File: src/rtl/conv_pkg.sv
// Shared types and defaults for the conv window engine and its input arbiter.
package conv_pkg;

    typedef logic [7:0] pixel_t;

    localparam int unsigned CONV_FRAME_H = 64;

    typedef enum logic {
        ARB_IDLE,
        ARB_GRANT
    } arb_state_t;

endpackage

File: src/rtl/conv_rr_pick.sv
// Rotating priority encoder: first asserted request at or after i_ptr, wrapping.
module conv_rr_pick #(
    parameter int unsigned N_SRC = 4,
    parameter int unsigned ID_W  = $clog2(N_SRC)
) (
    input  logic [N_SRC-1:0] i_req,
    input  logic [ID_W-1:0]  i_ptr,
    output logic             o_found,
    output logic [ID_W-1:0]  o_idx
);

    logic [ID_W-1:0] w_cand;

    always_comb begin
        o_found = 1'b0;
        o_idx   = '0;
        w_cand  = '0;
        for (int unsigned k = 0; k < N_SRC; k++) begin
            w_cand = ID_W'((32'(i_ptr) + k) % N_SRC);
            if (!o_found && i_req[w_cand]) begin
                o_found = 1'b1;
                o_idx   = w_cand;
            end
        end
    end

endmodule

File: src/rtl/conv_frame_arb.sv
// Frame-granular round-robin arbiter sharing one conv engine between N_SRC
// AXI-Stream pixel sources; grant held from SOF until FRAME_H lines accepted.
module conv_frame_arb
    import conv_pkg::*;
#(
    parameter int unsigned N_SRC   = 4,
    parameter int unsigned FRAME_H = CONV_FRAME_H,
    parameter int unsigned ID_W    = $clog2(N_SRC)
) (
    input  logic             clk,
    input  logic             arst_n,
    input  logic [N_SRC-1:0] s_tvalid_i,
    input  pixel_t           s_tdata_i [N_SRC],
    input  logic [N_SRC-1:0] s_tlast_i,
    input  logic [N_SRC-1:0] s_tuser_i,
    output logic [N_SRC-1:0] s_tready_o,
    output logic             m_tvalid_o,
    output pixel_t           m_tdata_o,
    output logic             m_tlast_o,
    output logic             m_tuser_o,
    input  logic             m_tready_i,
    output logic [ID_W-1:0]  m_tid_o,
    output logic             busy_o,
    output logic             drop_o,
    output logic             err_sof_o
);

    localparam int unsigned LCW = $clog2(FRAME_H + 1);

    arb_state_t      r_state;
    logic [ID_W-1:0] r_gnt;
    logic [ID_W-1:0] r_rr_ptr;
    logic [LCW-1:0]  r_line;
    logic            r_first;
    logic            r_act;
    logic            r_drop;
    logic            r_err;

    logic [N_SRC-1:0] w_req;
    logic [N_SRC-1:0] w_drop_vec;
    logic             w_found;
    logic [ID_W-1:0]  w_pick;
    logic             w_busy;
    logic             w_sel_valid;
    logic             w_fire;

    // r_act keeps every ready/request low while reset is held.
    assign w_busy      = (r_state == ARB_GRANT);
    assign w_req       = s_tvalid_i &  s_tuser_i & {N_SRC{r_act}};
    assign w_drop_vec  = s_tvalid_i & ~s_tuser_i & {N_SRC{r_act}};
    assign w_sel_valid = s_tvalid_i[r_gnt];
    assign w_fire      = w_busy & w_sel_valid & m_tready_i;

    conv_rr_pick #(
        .N_SRC (N_SRC),
        .ID_W  (ID_W)
    ) u_pick (
        .i_req   (w_req),
        .i_ptr   (r_rr_ptr),
        .o_found (w_found),
        .o_idx   (w_pick)
    );

    always_comb begin
        s_tready_o = '0;
        if (w_busy) begin
            s_tready_o[r_gnt] = m_tready_i;
        end else begin
            s_tready_o = w_drop_vec;
        end
    end

    assign m_tvalid_o = w_busy & w_sel_valid;
    assign m_tdata_o  = w_busy ? s_tdata_i[r_gnt] : '0;
    assign m_tlast_o  = w_busy & s_tlast_i[r_gnt];
    assign m_tuser_o  = w_busy & s_tuser_i[r_gnt];
    assign m_tid_o    = r_gnt;
    assign busy_o     = w_busy;
    assign drop_o     = r_drop;
    assign err_sof_o  = r_err;

    always_ff @(posedge clk or negedge arst_n) begin
        if (!arst_n) begin
            r_state  <= ARB_IDLE;
            r_gnt    <= '0;
            r_rr_ptr <= '0;
            r_line   <= '0;
            r_first  <= 1'b1;
            r_act    <= 1'b0;
            r_drop   <= 1'b0;
            r_err    <= 1'b0;
        end else begin
            r_act  <= 1'b1;
            r_drop <= 1'b0;
            r_err  <= 1'b0;
            case (r_state)
                ARB_IDLE: begin
                    r_drop <= |w_drop_vec;
                    if (w_found) begin
                        r_gnt   <= w_pick;
                        r_line  <= '0;
                        r_first <= 1'b1;
                        r_state <= ARB_GRANT;
                    end
                end
                ARB_GRANT: begin
                    if (w_fire) begin
                        r_first <= 1'b0;
                        r_err   <= s_tuser_i[r_gnt] & ~r_first;
                        if (s_tlast_i[r_gnt]) begin
                            if (r_line == LCW'(FRAME_H - 1)) begin
                                r_line   <= '0;
                                r_state  <= ARB_IDLE;
                                r_rr_ptr <= (r_gnt == ID_W'(N_SRC - 1)) ? '0 : r_gnt + ID_W'(1);
                            end else begin
                                r_line <= r_line + LCW'(1);
                            end
                        end
                    end
                end
                default: r_state <= ARB_IDLE;
            endcase
        end
    end

endmodule

File: config.mk
export PLATFORM = sky130hd
export DESIGN_NAME = conv_frame_arb
export DESIGN_NICKNAME = d
export VERILOG_FILES = /design/src/rtl/conv_pkg.sv /design/src/rtl/conv_rr_pick.sv /design/src/rtl/conv_frame_arb.sv
export SDC_FILE = /design/constraint.sdc
export NUM_CORES = 1
export LEC_CHECK = 0
export ABC_AREA = 1
export CORE_UTILIZATION = 47
export DETAILED_ROUTE_END_ITERATION = 12
export PLACE_DENSITY_LB_ADDON = 0.08
export SKIP_LAST_GASP = 1
export SLEW_MARGIN = 10
export SYNTH_ARGS = -nofsm -noshare
export SYNTH_HDL_FRONTEND = slang
export SYNTH_SLANG_ARGS = --single-unit
File: constraint.sdc
create_clock -name clk -period 3.1 [get_ports clk]
set_input_delay 0.31 -clock clk [delete_from_list [all_inputs] [get_ports clk]]
set_output_delay 0.31 -clock clk [all_outputs]
set_load 0.01 [all_outputs]
After elaboration in Yosys (flattened, before gate mapping)
Index checks and enable logic that the tools add are counted.
{ "totals": {"ff_bits": 16, "inputBits": 47, "output_inout_bits": 20} }
{ "op_classes": {"addsub": 5, "magnitude_cmp": 7, "eq_ne": 5, "n_mux": 46, "n_bitwise": 14, "n_reduce_logical": 12} }
{ "ops": {"columns": ["cell", "n"], "rows": [
  ["7-bit two-way mux", 4],
  ["8-bit two-way mux", 3],
  ["1-bit two-way mux", 21],
  ["4-bit bitwise AND", 5],
  ["8-bit binary-select mux with 2-bit select", 1],
  ["2-bit by 3-bit less-than comparator with 1-bit output (second input constant)", 5],
  ["1-bit binary-select mux with 2-bit select", 7],
  ["7-bit one-hot mux with 2 select lines", 1],
  ["2-bit two-way mux", 5],
  ["7-bit by 1-bit adder with 7-bit output (second input constant)", 1],
  ["7-bit by 6-bit == test with 1-bit output (second input constant)", 1],
  ["2-bit by 1-bit inequality test with 1-bit output (second input constant)", 3],
  ["1-bit bitwise AND", 5],
  ["2-bit by 1-bit adder with 2-bit output (second input constant)", 2],
  ["2-bit adder (second input constant)", 2],
  ["1-bit logical AND", 4],
  ["4-bit two-way mux", 1],
  ["4-bit NOT", 1],
  ["1-bit one-hot mux with 2 select lines", 2],
  ["2-bit AND reduction", 2],
  ["4-bit AND reduction", 1],
  ["4-bit OR reduction", 1],
  ["3-bit >= comparator (second input constant)", 1],
  ["1-bit zero test", 3],
  ["other kinds (6)", 7]
]} }

Logic depth before layout (Yosys ltp)
{ "depth": {"word_depth": 16, "depth_mapped": 13} }

Cells and area by module
A second synthesis with hierarchy kept.
{ "unflattened": {"cells_unflattened": 273, "area_unflattened_um2": 1674.1} }
{ "by_module_without_submodules": {"columns": ["module", "instances", "cells_each", "area_each_um2", "seq_area_each_um2"], "rows": [
  ["conv_frame_arb", 1, 214, 1355.0, 401.6],
  ["conv_rr_pick", 1, 59, 319.1, 0.0]
]} }

Worst setup path before layout
No wires, ideal clock.
{ "synth_path": {"kind": "register to output", "from": "register r_gnt[0] (netlist: m_tid_o[0])", "to": "output s_tready_o[2]", "t_arrival_ns": 1.358, "path_slack_ns": 1.432, "path_stages_with_launch": 7, "n_path_buf": 2, "cell_sequence": "dfrtp_1 -> inv_2 -> clkbuf_1 -> buf_2 -> ha_1 -> nand2_1 -> o21ai_0"} }
{ "synth_between": {"elab_chain_cells": 6} }
{ "synth_rtl": {"columns": ["element", "line", "rtl"], "rows": [
  ["from (decl)", "conv_frame_arb.sv:31", "logic [ID_W-1:0] r_gnt;"],
  ["from (signal assigned)", "conv_frame_arb.sv:100", "r_gnt <= w_pick;"],
  ["2-bit by 3-bit less-than comparator with 1-bit output (implied by the code) / 2-bit by 1-bit >= comparator with 1-bit output (equally long branches)", "conv_frame_arb.sv:67", "s_tready_o[r_gnt] = m_tready_i;"],
  ["1-bit logical AND (implied by the code)", "conv_frame_arb.sv:67", null],
  ["1-bit two-way mux (implied by the code)", "conv_frame_arb.sv:67", null],
  ["1-bit demux with 2-bit select (*)", "conv_frame_arb.sv:67", null],
  ["4-bit bitwise AND (no source line) (*)", null, null],
  ["4-bit two-way mux (*)", "conv_frame_arb.sv:66", "if (w_busy) begin"],
  ["to (decl)", "conv_frame_arb.sv:16", "output logic [N_SRC-1:0] s_tready_o,"]
]} }
Every way passes the cells marked *; elsewhere a longest branch is shown, timed or not.

Worst setup path in the final report
{ "layout_path": {"from": "register r_gnt[1] (netlist: m_tid_o[1])", "to": "output m_tvalid_o"} }
{ "layout_between": {"elab_chain_cells": 3} }
{ "layout_rtl": {"columns": ["element", "line", "rtl"], "rows": [
  ["1-bit binary-select mux with 2-bit select", "conv_frame_arb.sv:51", "assign w_sel_valid = s_tvalid_i[r_gnt];"],
  ["1-bit two-way mux (implied by the code)", "conv_frame_arb.sv:51", null],
  ["1-bit bitwise AND", "conv_frame_arb.sv:73", "assign m_tvalid_o = w_busy & w_sel_valid;"],
  ["to (decl)", "conv_frame_arb.sv:17", "output logic m_tvalid_o,"]
]} }
No other way between the ends. The select of a mux whose other input is x is not followed.

==> flow_summary_export.csv <==
group,metric,value,unit
clock_tree,clk_latency,0.28,ns
critical_path,path_max_fanout,17,
critical_path,worst_path_largest_cell_delay,0.73,ns
global_route,antenna_found_initial,0,
finish,num-nets-final,371,
global_route,track_usage,24.49,%
route,drc,0,
floorplan,dieArea,3763,um2
clock_tree,htreeDepth,1,
floorplan,die_x,61.35,um
critical_path,startpoint_type,"flop",
route,dr.first_iter.drc_count,122,
synthesis,ys_types,29,
floorplan,rows,21,
clock_tree,hold_buffers,0,
power,power.leakage,1.068,nW
synthesis,netlist_area,1655,um2
clock_tree,postCtsSetupRepairBufs,0,
finish,fillerInstances,331,
global_route,grt_pass1_wl,7003,um
synthesis,synthMuxAreaShare,0,%
finish,antenna_cells,0,
clock_tree,clk_pin_slew,0.09,ns
route,wl_per_cell,12.91,um
finish,area.growth.synth_to_final,41.35,%
placed_design,dp_hpwl,3631,um
route,viasPerCell,5.137,
timing,max_freq,390.8,MHz
timing,tns,0,ns
finish,drive_above_1_share,11.95,%
power,seq_power_share,44.5,%
timing,min_period_over_period,82.55,%
clock_tree,clockBufferDepth,2,
timing,finalSetupViolations,0,
synthesis,ys_seq_area_share,24.26,%
clock_tree,cts_made_buffers,3,
timing,final_hold_viol_count,0,
route,drt-total-wl,4698,um
clock_tree,cts_resized,0,
floorplan,core_area,3363,um2
power,p_comb_share,32.3,%
run,max-cap-violations,0,
critical_path,end_kind,"output pin",
critical_path,path_class,"flop to output pin",
floorplan,io_pins,67,
critical_path,crit_chain,"inv_2 > a21oi_2 > o21ai_1 > nand2_1 > inv_2 > nor2_1 > clkdlybuf4s50_1",
route,drtPass1Iterations,4,
global_route,grt_max_degree,26,
clock_tree,cts_tree,"done",
timing,rsz0062_at_grt,"false",
synthesis,netlist_top_cells_area,"dfrtp_1 (23%), nand2_1 (14%), nor2_1 (10%)",
timing,tightest_slew,0.7137,ns
critical_path,cp_common_cell,"inv_2",
finish,final_common_cell,"clkdlybuf4s50_1",
finish,final_cell_area,2340,um2
synthesis,ys_seq_elements,16,
synthesis,syn_area_per_cell,6.391,um2
power,powerDensity,247.8,nW/um2
synthesis,yosysTopAreaCellShare,22.68,%
critical_path,crit_slowest_cell,"dfrtp_1",
global_route,grt_pass1_vias,1541,
placed_design,place.gp.congestion,0.8194,
synthesis,synthAdderAreaFrac,3.779,%
finish,finalNonFillerCells,364,
synthesis,synth_top_family_by_area,"simple AND/OR/NAND/NOR gates",
floorplan,initial_core_util,49.22,%
power,clkPwrFrac,23.2,%
power,p_switching,0.0001682,W
timing,fin_crit,2.559,ns
finish,seqCellArea,401.6,um2
synthesis,synth_fp_nets,311,
worst_hold_path,hold_class,"input port to asynchronous set/reset pin",
finish,utilization,69.57,%
timing,slew_headroom,52.27,%
power,intPower,0.0004114,W
clock_tree,cts_sinks,16,
synthesis,syn_inst,259,
finish,multi_input_area,1110,um2
placed_design,place_inst,360,
synthesis,synthSimpleGateAreaFrac,48.37,%
power,irDropWorstVdd,0.3438,mV
route,routed-via-count,1870,
synthesis,ys_warn_count,0,
timing,hold_ws,0.4483,ns
global_route,gr-total-overflow,0,
placed_design,post_dp_cell_area,2303,um2
route,postRouteAntennaNets,0,
synthesis,synth_xor_area_share,1.587,%
timing,skew,0.003552,ns
synthesis,synth_compound_area_share,13.08,%
power,p_sw_share,29.02,%
timing,slew_viol_final,0,
critical_path,cp_data_required_time,2.79,ns
floorplan,die_y,61.35,um
synthesis,yosysTopAreaCell,"dfrtp_1",
placed_design,io_buffers,66,
clock_tree,clockRootBuffer,"clkbuf_4",
critical_path,arrival,2.25,ns
outcome,status,"completed",
finish,mostFrequentLayoutCells,"clkdlybuf4s50_1 (66), nand2_1 (61), nor2_1 (45)",
layer usage:
metal	share of wire, %	global-route usage (%)	wire length [um]
met1	47	34.51	2209
met5	0	0	0
met2	46	41.61	2145
met3	6.9	2.941	323
met4	0.43	3.175	20
synthesized netlist by cell type, drive strengths merged:
cell and instances:
a41oi 1, nand4 5, o21a 1, ha 5, conb 1, xor2 3
dfstp 1, nor3 2, a21oi 12, o21ai 26, o22ai 1, nand3 37
nand3b 3, buf 9, inv 17, nor2 48, dfrtp 15, nand2 69
clkbuf 3
power by group through the flow:
stage	Sequential [W]	Clock (W)	Combinational, W
2_1_floorplan	0.000256	0	0.0000945
6_report	0.000258	0.000134	0.000187
3_5_place_dp	0.000261	0	0.000188
4_1_cts	0.000257	0.000138	0.000188
5_1_grt	0.000261	0.000144	0.000212
3_3_place_gp	0.000261	0	0.000184
critical path, delay by kind of cell (launching register included):
family | cells | cell delay, ns
flip-flops | 1 | 0.73
AO/OA/AOI/OAI | 2 | 0.22
AND/OR/NAND/NOR | 2 | 0.16
buffers and inverters | 3 | 0.86
sequential cells by signal, indices dropped and copies added, names as in the netlist:
name       count
r_line         7
m_tid_o        2
r_rr_ptr       2
busy_o         1
drop_o         1
err_sof_o      1
r_act          1
r_first        1
metrics by stage:
stage	worst slack (ns)	total power, W
6_report	0.5409	0.0005797
5_1_grt	0.3821	0.0006171
4_1_cts	0.5657	0.0005839
3_5_place_dp	0.8704	0.0004488
3_3_place_gp	0.8766	0.0004452
2_1_floorplan	1.432	0.0003502
logic make-up (layout without fill, tap and decap cells):
group,count (synthesis),count (layout)
adder cells (fa/ha/maj),5,5
AO/OA/AOI/OAI,41,41
flip-flops,16,16
buffers and inverters,29,88
AND/OR/NAND/NOR,164,164
other,1,1
XOR/XNOR,3,3
path summary, 6_finish.rpt:
| check | start | end | slack (ns) | depth (start not counted) |
|---|---|---|---|---|
| worst max-delay path | m_tid_o[1] | m_tvalid_o | 0.54 | 7 |
| worst min-delay path | arst_n | r_line[3] | 0.45 | 1 |
| worst max register to register | m_tid_o[1] | r_rr_ptr[0] | 1.06 | 11 |
| worst min register to register | r_first | r_first | 0.48 | 2 |
| max in group asynchronous | arst_n | r_act | 2.20 | 1 |
| min in group clk | r_first | r_first | 0.48 | 2 |
layout make-up:
type / instances / share of cell area, %
multi-input combinational: 214 / 47.43
sequential: 16 / 17.17
clock buffer: 4 / 1.551
inverter: 17 / 2.834
tap: 46 / 2.460
timing repair buffer: 67 / 28.56
Power figures use the tool's default switching activity.
